`src/rtl/wb_regfile_if.sv`:
```
`default_nettype none
// ---------------------------------------------------------------------------
// Module   : wb_regfile_if
// Purpose  : MEM/WB write-back inputs, ID-stage read ports and the write-back
//            bus of the MIPS register file, bundled as one interface.
// Revision : 1.0 - initial release
// ---------------------------------------------------------------------------
interface wb_regfile_if;
  logic [1:0]  RegDst_in;
  logic        RegWr_in;
  logic [1:0]  MemToReg_in;
  logic [31:0] PC_plus_4_in;
  logic [31:0] ALU_in;
  logic [31:0] mem_data_in;
  logic [4:0]  Rt_in;
  logic [4:0]  Rd_in;
  logic [4:0]  rs_addr;
  logic [4:0]  rt_addr;
  logic [31:0] rs_data;
  logic [31:0] rt_data;
  logic        wb_en;
  logic [4:0]  wb_addr;
  logic [31:0] wb_data;
  logic [31:0] wb_count;

  modport master (
    output RegDst_in, RegWr_in, MemToReg_in, PC_plus_4_in, ALU_in, mem_data_in,
           Rt_in, Rd_in, rs_addr, rt_addr,
    input  rs_data, rt_data, wb_en, wb_addr, wb_data, wb_count
  );

  modport slave (
    input  RegDst_in, RegWr_in, MemToReg_in, PC_plus_4_in, ALU_in, mem_data_in,
           Rt_in, Rd_in, rs_addr, rt_addr,
    output rs_data, rt_data, wb_en, wb_addr, wb_data, wb_count
  );
endinterface
`default_nettype wire

```
`src/rtl/wb_regfile.sv`:
```
`default_nettype none
// ---------------------------------------------------------------------------
// Module   : wb_regfile
// Purpose  : MIPS write-back stage and 32x32 register file with two
//            combinational read ports and optional write-through bypass.
// Revision : 1.0 - initial release
// ---------------------------------------------------------------------------
module wb_regfile #(
  parameter logic [31:0] SP_INIT = 32'h0000_0400,
  parameter int          XP_IDX  = 26,
  parameter bit          BYPASS  = 1'b1
) (
  input  logic          clk,
  input  logic          reset,
  wb_regfile_if.slave   bus
);

  localparam logic [4:0] c_XP_ADDR = 5'(XP_IDX);
  localparam logic [4:0] c_RA_ADDR = 5'd31;
  localparam int         c_SP_IDX  = 29;

  // Entry 0 is reset to zero and never written (wb_en excludes address 0).
  logic [31:0] r_regs [32];
  logic [31:0] r_wb_count;

  logic [4:0]  w_wb_addr;
  logic [31:0] w_wb_data;
  logic        w_wb_en;

  always_comb begin
    w_wb_addr = bus.Rd_in;
    unique case (bus.RegDst_in)
      2'b00:   w_wb_addr = bus.Rd_in;
      2'b01:   w_wb_addr = bus.Rt_in;
      2'b10:   w_wb_addr = c_RA_ADDR;
      default: w_wb_addr = c_XP_ADDR;
    endcase
  end

  always_comb begin
    w_wb_data = bus.ALU_in;
    unique case (bus.MemToReg_in)
      2'b01:   w_wb_data = bus.mem_data_in;
      2'b10:   w_wb_data = bus.PC_plus_4_in;
      default: w_wb_data = bus.ALU_in;
    endcase
  end

  assign w_wb_en = bus.RegWr_in && (w_wb_addr != 5'd0);

  always_ff @(posedge clk) begin
    if (reset) begin
      for (int i = 0; i < 32; i++) begin
        r_regs[i] <= (i == c_SP_IDX) ? SP_INIT : 32'h0;
      end
      r_wb_count <= 32'h0;
    end else if (w_wb_en) begin
      r_regs[w_wb_addr] <= w_wb_data;
      r_wb_count        <= r_wb_count + 32'd1;
    end
  end

  // r0 reads as zero even when a (discarded) write targets it.
  always_comb begin
    bus.rs_data = r_regs[bus.rs_addr];
    if (bus.rs_addr == 5'd0) begin
      bus.rs_data = 32'h0;
    end else if (BYPASS && w_wb_en && (bus.rs_addr == w_wb_addr)) begin
      bus.rs_data = w_wb_data;
    end
  end

  always_comb begin
    bus.rt_data = r_regs[bus.rt_addr];
    if (bus.rt_addr == 5'd0) begin
      bus.rt_data = 32'h0;
    end else if (BYPASS && w_wb_en && (bus.rt_addr == w_wb_addr)) begin
      bus.rt_data = w_wb_data;
    end
  end

  assign bus.wb_en    = w_wb_en;
  assign bus.wb_addr  = w_wb_addr;
  assign bus.wb_data  = w_wb_data;
  assign bus.wb_count = r_wb_count;

endmodule
`default_nettype wire

```
`src/flat_wrapper.sv`:
```
// flat-port wrapper written by rule: the top's interface ports become plain ports
module wb_regfile_flat 
#(
  parameter logic [31:0] SP_INIT = 32'h0000_0400,
  parameter int          XP_IDX  = 26,
  parameter bit          BYPASS  = 1'b1
)
  (clk, reset, bus_RegDst_in, bus_RegWr_in, bus_MemToReg_in, bus_PC_plus_4_in, bus_ALU_in, bus_mem_data_in, bus_Rt_in, bus_Rd_in, bus_rs_addr, bus_rt_addr, bus_rs_data, bus_rt_data, bus_wb_en, bus_wb_addr, bus_wb_data, bus_wb_count);
  wb_regfile_if bus_i ();
  input  logic clk;
  input  logic reset;
  input wire logic [$bits(bus_i.RegDst_in)-1:0] bus_RegDst_in;
  input wire logic [$bits(bus_i.RegWr_in)-1:0] bus_RegWr_in;
  input wire logic [$bits(bus_i.MemToReg_in)-1:0] bus_MemToReg_in;
  input wire logic [$bits(bus_i.PC_plus_4_in)-1:0] bus_PC_plus_4_in;
  input wire logic [$bits(bus_i.ALU_in)-1:0] bus_ALU_in;
  input wire logic [$bits(bus_i.mem_data_in)-1:0] bus_mem_data_in;
  input wire logic [$bits(bus_i.Rt_in)-1:0] bus_Rt_in;
  input wire logic [$bits(bus_i.Rd_in)-1:0] bus_Rd_in;
  input wire logic [$bits(bus_i.rs_addr)-1:0] bus_rs_addr;
  input wire logic [$bits(bus_i.rt_addr)-1:0] bus_rt_addr;
  output wire logic [$bits(bus_i.rs_data)-1:0] bus_rs_data;
  output wire logic [$bits(bus_i.rt_data)-1:0] bus_rt_data;
  output wire logic [$bits(bus_i.wb_en)-1:0] bus_wb_en;
  output wire logic [$bits(bus_i.wb_addr)-1:0] bus_wb_addr;
  output wire logic [$bits(bus_i.wb_data)-1:0] bus_wb_data;
  output wire logic [$bits(bus_i.wb_count)-1:0] bus_wb_count;
  assign bus_i.RegDst_in = bus_RegDst_in;
  assign bus_i.RegWr_in = bus_RegWr_in;
  assign bus_i.MemToReg_in = bus_MemToReg_in;
  assign bus_i.PC_plus_4_in = bus_PC_plus_4_in;
  assign bus_i.ALU_in = bus_ALU_in;
  assign bus_i.mem_data_in = bus_mem_data_in;
  assign bus_i.Rt_in = bus_Rt_in;
  assign bus_i.Rd_in = bus_Rd_in;
  assign bus_i.rs_addr = bus_rs_addr;
  assign bus_i.rt_addr = bus_rt_addr;
  assign bus_rs_data = bus_i.rs_data;
  assign bus_rt_data = bus_i.rt_data;
  assign bus_wb_en = bus_i.wb_en;
  assign bus_wb_addr = bus_i.wb_addr;
  assign bus_wb_data = bus_i.wb_data;
  assign bus_wb_count = bus_i.wb_count;
  wb_regfile #(.SP_INIT(SP_INIT), .XP_IDX(XP_IDX), .BYPASS(BYPASS)) u_core (.clk(clk), .reset(reset), .bus(bus_i));
endmodule
```
`config.mk`:
```
export PLATFORM = sky130hd
export DESIGN_NAME = wb_regfile_flat
export DESIGN_NICKNAME = d
export VERILOG_FILES = /design/src/rtl/wb_regfile_if.sv /design/src/rtl/wb_regfile.sv /design/src/flat_wrapper.sv
export SDC_FILE = /design/constraint.sdc
export NUM_CORES = 2
export LEC_CHECK = 0
export BUFFER_PORTS_ARGS = -buffer_cell sky130_fd_sc_hd__buf_2
export CAP_MARGIN = 20
export CORE_MARGIN = 10
export CORE_UTILIZATION = 50
export CTS_CLUSTER_DIAMETER = 200
export CTS_CLUSTER_SIZE = 8
export DETAILED_ROUTE_END_ITERATION = 7
export PLACE_DENSITY = 0.67
export SLEW_MARGIN = 40
export SYNTH_ARGS = -nofsm -noshare
export SYNTH_HDL_FRONTEND = slang
export SYNTH_SLANG_ARGS = --single-unit
```
`constraint.sdc`:
```
create_clock -name clk -period 3.8 [get_ports clk]
set_input_delay 0.19 -clock clk [delete_from_list [all_inputs] [get_ports clk]]
set_output_delay 0.19 -clock clk [all_outputs]
set_load 0.01 [all_outputs]
```
# --- After elaboration in Yosys (flattened, before gate mapping) ---
# Memories as Yosys holds them, arrays and structs flattened.
# Index checks and enable logic that the tools add are counted.
word_totals:
  output_inout_bits: 134
  ff_bits: 32
  input_bits: 123
  elab_cells: 31
  ram_bits: 1024
  memories: 1
memory_table:
  columns: ["memory", "depth", "word_bits", "read_ports", "rd_ports_with_merged_regs", "write_ports", "line", "rtl"]
  rows:
  - ["u_core.r_regs", 32, 32, 2, 0, 32, "wb_regfile.sv:23", "logic [31:0] r_regs [32];"]
op_classes:
  add_sub_neg: 1
  n_reduce_logical: 8
  n_eq_ne: 6
  n_mux: 14
ops:
  columns: ["operator", "n"]
  rows:
  - ["$mux W32", 5]
  - ["$pmux W32 S2", 1]
  - ["$add A32 B1 Y32 const B", 1]
  - ["$reduce_or A32 Y1", 1]
  - ["$pmux W5 S3", 1]
  - ["$eq A5 B5 Y1", 2]
  - ["$logic_not A5 Y1", 2]
  - ["$mux W1", 6]
  - ["$mux W5", 1]
  - ["$reduce_bool A5 Y1", 1]
  - ["$eq A2 B1 Y1 const B", 2]
  - ["$eq A2 B2 Y1 const B", 2]
  - ["$logic_and A1 B1 Y1", 3]
  - ["$logic_not A2 Y1", 1]

# --- Depth between registers and ports, before layout ---
depth:
  depth_word: 9
  mapped_depth: 10
  ltp_nobuf: 8

# --- Worst setup path before layout ---
# OpenSTA, ideal clock, no wires.
synth_path:
  kind: "input to register"
  startpoint: "in bus_RegDst_in[0]"
  endpoint: "mem u_core.r_regs[15][0], enable pin"
  arrival_ps: 2425
  cell_stages: 7
  required_time_ps: 3406
  path_slack_ps: 981
  path_buffers: 2
  setup_time_ps: 394
  path_cell_list: "buf_4 > buf_2 > a21oi_1 > o211ai_1 > a21oi_1 > nand2_1 > nand2b_1"
synth_rtl:
  columns: ["element", "line", "rtl"]
  rows:
  - ["from (decl)", "flat_wrapper.sv:12", "input wire logic [$bits(bus_i.RegDst_in)-1:0] bus_RegDst_in;"]
  - ["to (decl)", "wb_regfile.sv:23", null]

==> flow_metrics.py <==
metrics = {
    "setup_path": {
        "cp_cell_sequence": "mux4_2, mux4_2, a211oi_1, a211oi_1, buf_2",
        "critPathCaptureType": "output port",
        "critical-path-max-stage-delay_ps": 600,
        "critPathMaxFanout": 2,
        "worst_setup_path_type": "reg -> out",
        "cpLargestDelayFamily": "multiplexers",
        "cp.buffers_inverters": 1,
        "crit_path_start_kind": "register",
        "critical_path_required_ps": 3610,
        "timing.critical_path.slowest_stage_cell": "sky130_fd_sc_hd__a211oi_1",
        "timing.critical_path.arrival_ps": 3090,
    },
    "pwr": {
        "power_leakage_nw": 22.1,
        "peak_supply_drop_v": 0.000359,
        "power_density_nw_per_um2": 475,
    },
    "route": {
        "avgRoutedWirePerCell_um": 33.7,
        "detailedRoute.firstIterationViolations": 5584,
        "route.detailed.drc": 0,
        "ant_nets": 0,
        "router_iterations_before_antenna_repair": 6,
        "detail_route.vias_per_cell": 6.90,
        "routed_wl_um": 187000,
        "via_count": 38302,
    },
    "logic_synthesis": {
        "synth.mux.area_fraction_pct": 25.7,
        "yosys.area.top_type_share_pct": 56.1,
        "synthXorXnorAreaFrac_pct": 0.479,
        "synth_area_leaders": "sky130_fd_sc_hd__edfxtp_1 56%, sky130_fd_sc_hd__mux4_2 22%, sky130_fd_sc_hd__nor2_1 7.3%",
        "number_of_flops_mapped_to_enable_cells_by_yosys": 1024,
        "largest_family_of_logic_cells_by_synthesized_area": "multiplexers",
        "synth.most_common_cell": "sky130_fd_sc_hd__nor2_1",
        "synthFlopType": "sky130_fd_sc_hd__edfxtp_1",
        "synthCells": 3835,
        "synthAdderAreaFrac_pct": 0.0685,
        "synth_common_cells": "1065 x sky130_fd_sc_hd__nor2_1, 1024 x sky130_fd_sc_hd__edfxtp_1, 543 x sky130_fd_sc_hd__mux4_2",
        "synth.ff_latch_count": 1056,
        "post_synthesis_cell_area_um2": 54800,
        "synth_compound_gate_area_share_pct": 3.62,
        "syn-mean-instance-area_um2": 14.3,
        "synth.yosys.seq_area_share_pct": 57.3,
        "synth_simple_gate_area_share_pct": 9.46,
        "ys_async_sr_fraction_pct": 0,
        "top_cell_type_by_total_area_after_synthesis": "sky130_fd_sc_hd__edfxtp_1",
        "synth_cell_types": 61,
        "yosys_warnings": 0,
    },
    "place": {
        "gp_weighted_congestion": 0.908,
        "detailedPlace.worstSlack_ps": 663,
        "hpwlAfterDp_um": 113000,
        "port-buffer-count": 256,
    },
    "sta": {
        "setup_viol_count_final": 0,
        "fmax_mhz": 305,
        "finalHoldViolations": 0,
        "max_slew_violations": 0,
        "timing.final.crit_share_pct": 86.3,
        "finalWorstSetupSlack_ps": 522,
        "grt_setup_unrepaired": "no",
        "slew_headroom_pct": 42.7,
        "period_minus_slack_ps": 3280,
        "final_tns_setup_ps": 0,
        "worst_pin_slew_ps": 855,
        "clock_skews_ps": 15.6,
    },
    "clock_tree": {
        "htreeDepth": 4,
        "number_of_buffers_added_by_the_clock_tree_synthesis_step": 149,
        "root_buffer": "sky130_fd_sc_hd__clkbuf_16",
        "cts.reportedPaths.clkPinSlew_ps": 50,
        "cts_sinks": 1056,
        "cts_buffer_depth": 3,
        "hold_buffers": 15,
        "cts.repair_timing.setup_buffer_count": 0,
        "clk-insertion-delay-late_ps": 720,
        "cts_resized": 0,
        "cts_tree": "done",
    },
    "grt": {
        "pin_count_of_the_biggest_net_entering_global_routing": 75,
        "antenna_found_initial": 3,
        "vias_in_the_first_global_route": 38817,
        "grt_usage_pct": 30.1,
        "first_pass_grt_wire_length_um": 269000,
        "grt_overflow_total": 0,
    },
    "job": {
        "maxCapViolations": 0,
    },
    "finish": {
        "fraction_of_final_layout_cells_with_drive_strength_greater_than_1_pct": 31.4,
        "nFillCells": 8333,
        "postLayoutCoreUtil_pct": 58.2,
        "nNetsFinal": 4227,
        "area_overhead_of_the_layout_relative_to_synthesis_pct": 15.5,
    },
    "die": {
        "placeableCoreArea_um2": 109000,
        "design.portCount": 257,
        "floorplan.die_area_um2": 123000,
        "rows": 121,
        "dieHeight_um": 351,
        "initial_utilization_pct": 50.4,
        "die_w_um": 351,
    },
    "status": {
        "run_status": "finished clean",
    },
    "min_path": {
        "holdCritPathClass": "in -> reg",
    },
}
[final timing paths]
path         cells after the start                 endpoint  slack [ps]                     from
max                              5          bus_rs_data[21]         520    u_core.r_regs[31][21]
min reg2reg                      2  u_core.bus.wb_count[29]         540  u_core.bus.wb_count[29]
min                              5     u_core.r_regs[6][17]          70     bus_PC_plus_4_in[17]
max reg2reg                      5  u_core.bus.wb_count[31]        1440   u_core.bus.wb_count[3]
[cells in the final DEF, fill, tap and decap left out, types with 4 or more instances in the layout]
cell,synthesis,routed
sky130_fd_sc_hd__nor2_1,1065,1065
sky130_fd_sc_hd__edfxtp_1,1024,1024
sky130_fd_sc_hd__mux4_2,543,543
sky130_fd_sc_hd__buf_2,93,249
sky130_fd_sc_hd__mux2i_1,175,175
sky130_fd_sc_hd__buf_4,17,164
sky130_fd_sc_hd__clkbuf_16,0,155
sky130_fd_sc_hd__a211oi_1,101,100
sky130_fd_sc_hd__o22ai_1,89,89
sky130_fd_sc_hd__buf_12,0,54
sky130_fd_sc_hd__nor3_1,43,43
sky130_fd_sc_hd__inv_1,40,40
sky130_fd_sc_hd__nand2b_2,0,33
sky130_fd_sc_hd__a22oi_1,32,32
sky130_fd_sc_hd__dfxtp_1,32,32
sky130_fd_sc_hd__conb_1,1,32
sky130_fd_sc_hd__nand2_2,0,26
sky130_fd_sc_hd__nand2_1,51,25
sky130_fd_sc_hd__a21oi_4,0,24
sky130_fd_sc_hd__xor2_1,21,21
sky130_fd_sc_hd__clkbuf_1,276,19
sky130_fd_sc_hd__nand3_1,17,17
sky130_fd_sc_hd__dlygate4sd3_1,0,15
sky130_fd_sc_hd__mux2_2,11,11
sky130_fd_sc_hd__o21ai_0,9,9
sky130_fd_sc_hd__nand4_1,9,9
sky130_fd_sc_hd__xnor2_1,9,9
sky130_fd_sc_hd__a21oi_1,39,8
sky130_fd_sc_hd__and2_1,8,8
sky130_fd_sc_hd__and3_1,8,8
sky130_fd_sc_hd__a21oi_2,0,7
sky130_fd_sc_hd__nor2b_1,6,6
sky130_fd_sc_hd__nor3b_1,5,5
sky130_fd_sc_hd__nor4_1,7,5
sky130_fd_sc_hd__inv_6,0,5
sky130_fd_sc_hd__or2_2,4,4
sky130_fd_sc_hd__or4_1,4,4
sky130_fd_sc_hd__clkinv_8,0,4
sky130_fd_sc_hd__buf_8,0,4
[worst min-delay path, stage by stage]
cell                      delay, ps
sky130_fd_sc_hd__buf_2           80
sky130_fd_sc_hd__a22oi_1         50
sky130_fd_sc_hd__nor2_1         130
sky130_fd_sc_hd__a21oi_2        120
sky130_fd_sc_hd__nor2_1         110
[sequential cells by signal (all words and copies together), names as in the netlist]
register	flops
u_core.r_regs	1024
u_core.bus.wb_count	32
[cell type report]
| type | instances | area [µm²] | area share (%) |
|---|---|---|---|
| clock buffers | 174 | 3950 | 6.24 |
| multi-input cells | 2364 | 22200 | 35.0 |
| well taps | 1414 | 1770 | 2.79 |
| repair buffers | 487 | 3780 | 5.97 |
| flip-flops and latches | 1056 | 31400 | 49.6 |
| diodes | 1 | 2.50 | 0.00395 |
| inverters | 43 | 164 | 0.259 |
| clock inverters | 9 | 109 | 0.172 |
[cell families after synthesis]
kind of cell / after synthesis
buffers and inverters: 446
AO/OA/AOI/OAI: 293
flip-flops: 1056
other: 1
adder cells (fa/ha/maj): 3
XOR/XNOR: 30
multiplexers: 729
AND/OR/NAND/NOR: 1277
[power breakdown]
group	total (mW)	leakage [nW]	switching (mW)	internal (mW)
clock	12.0	1.98	4.82	7.21
combinational	4.31	10.1	2.56	1.75
sequential	13.7	10.0	0.318	13.4
total	30.1	22.1	7.69	22.4
[metal layers]
layer	up-vias	routed length (µm)	global-route usage, %	part of all wire, %
met3	492	26300	8.20	14
li1	15215	-	-	-
met4	2	10600	15.6	5.6
met5	-	8	0	0.0043
met1	19451	65300	39.7	35
met2	3142	84900	45.8	45
[stage by stage]
| step | power [mW] | std cells | hold slack (ps) | area [µm²] |
|---|---|---|---|---|
| finish | 30.1 | 5548 | 72.4 | 63300 |
| global placement | 18.1 | 5349 | 508 | 59100 |
| CTS | 30.1 | 5547 | 42.5 | 63300 |
| floorplan | 16.4 | 3866 | 434 | 54900 |
| global route | 30.8 | 5548 | 87.8 | 63300 |
| detailed placement | 18.2 | 5349 | 532 | 59100 |
No activity file was read; power rests on OpenSTA's default activity.
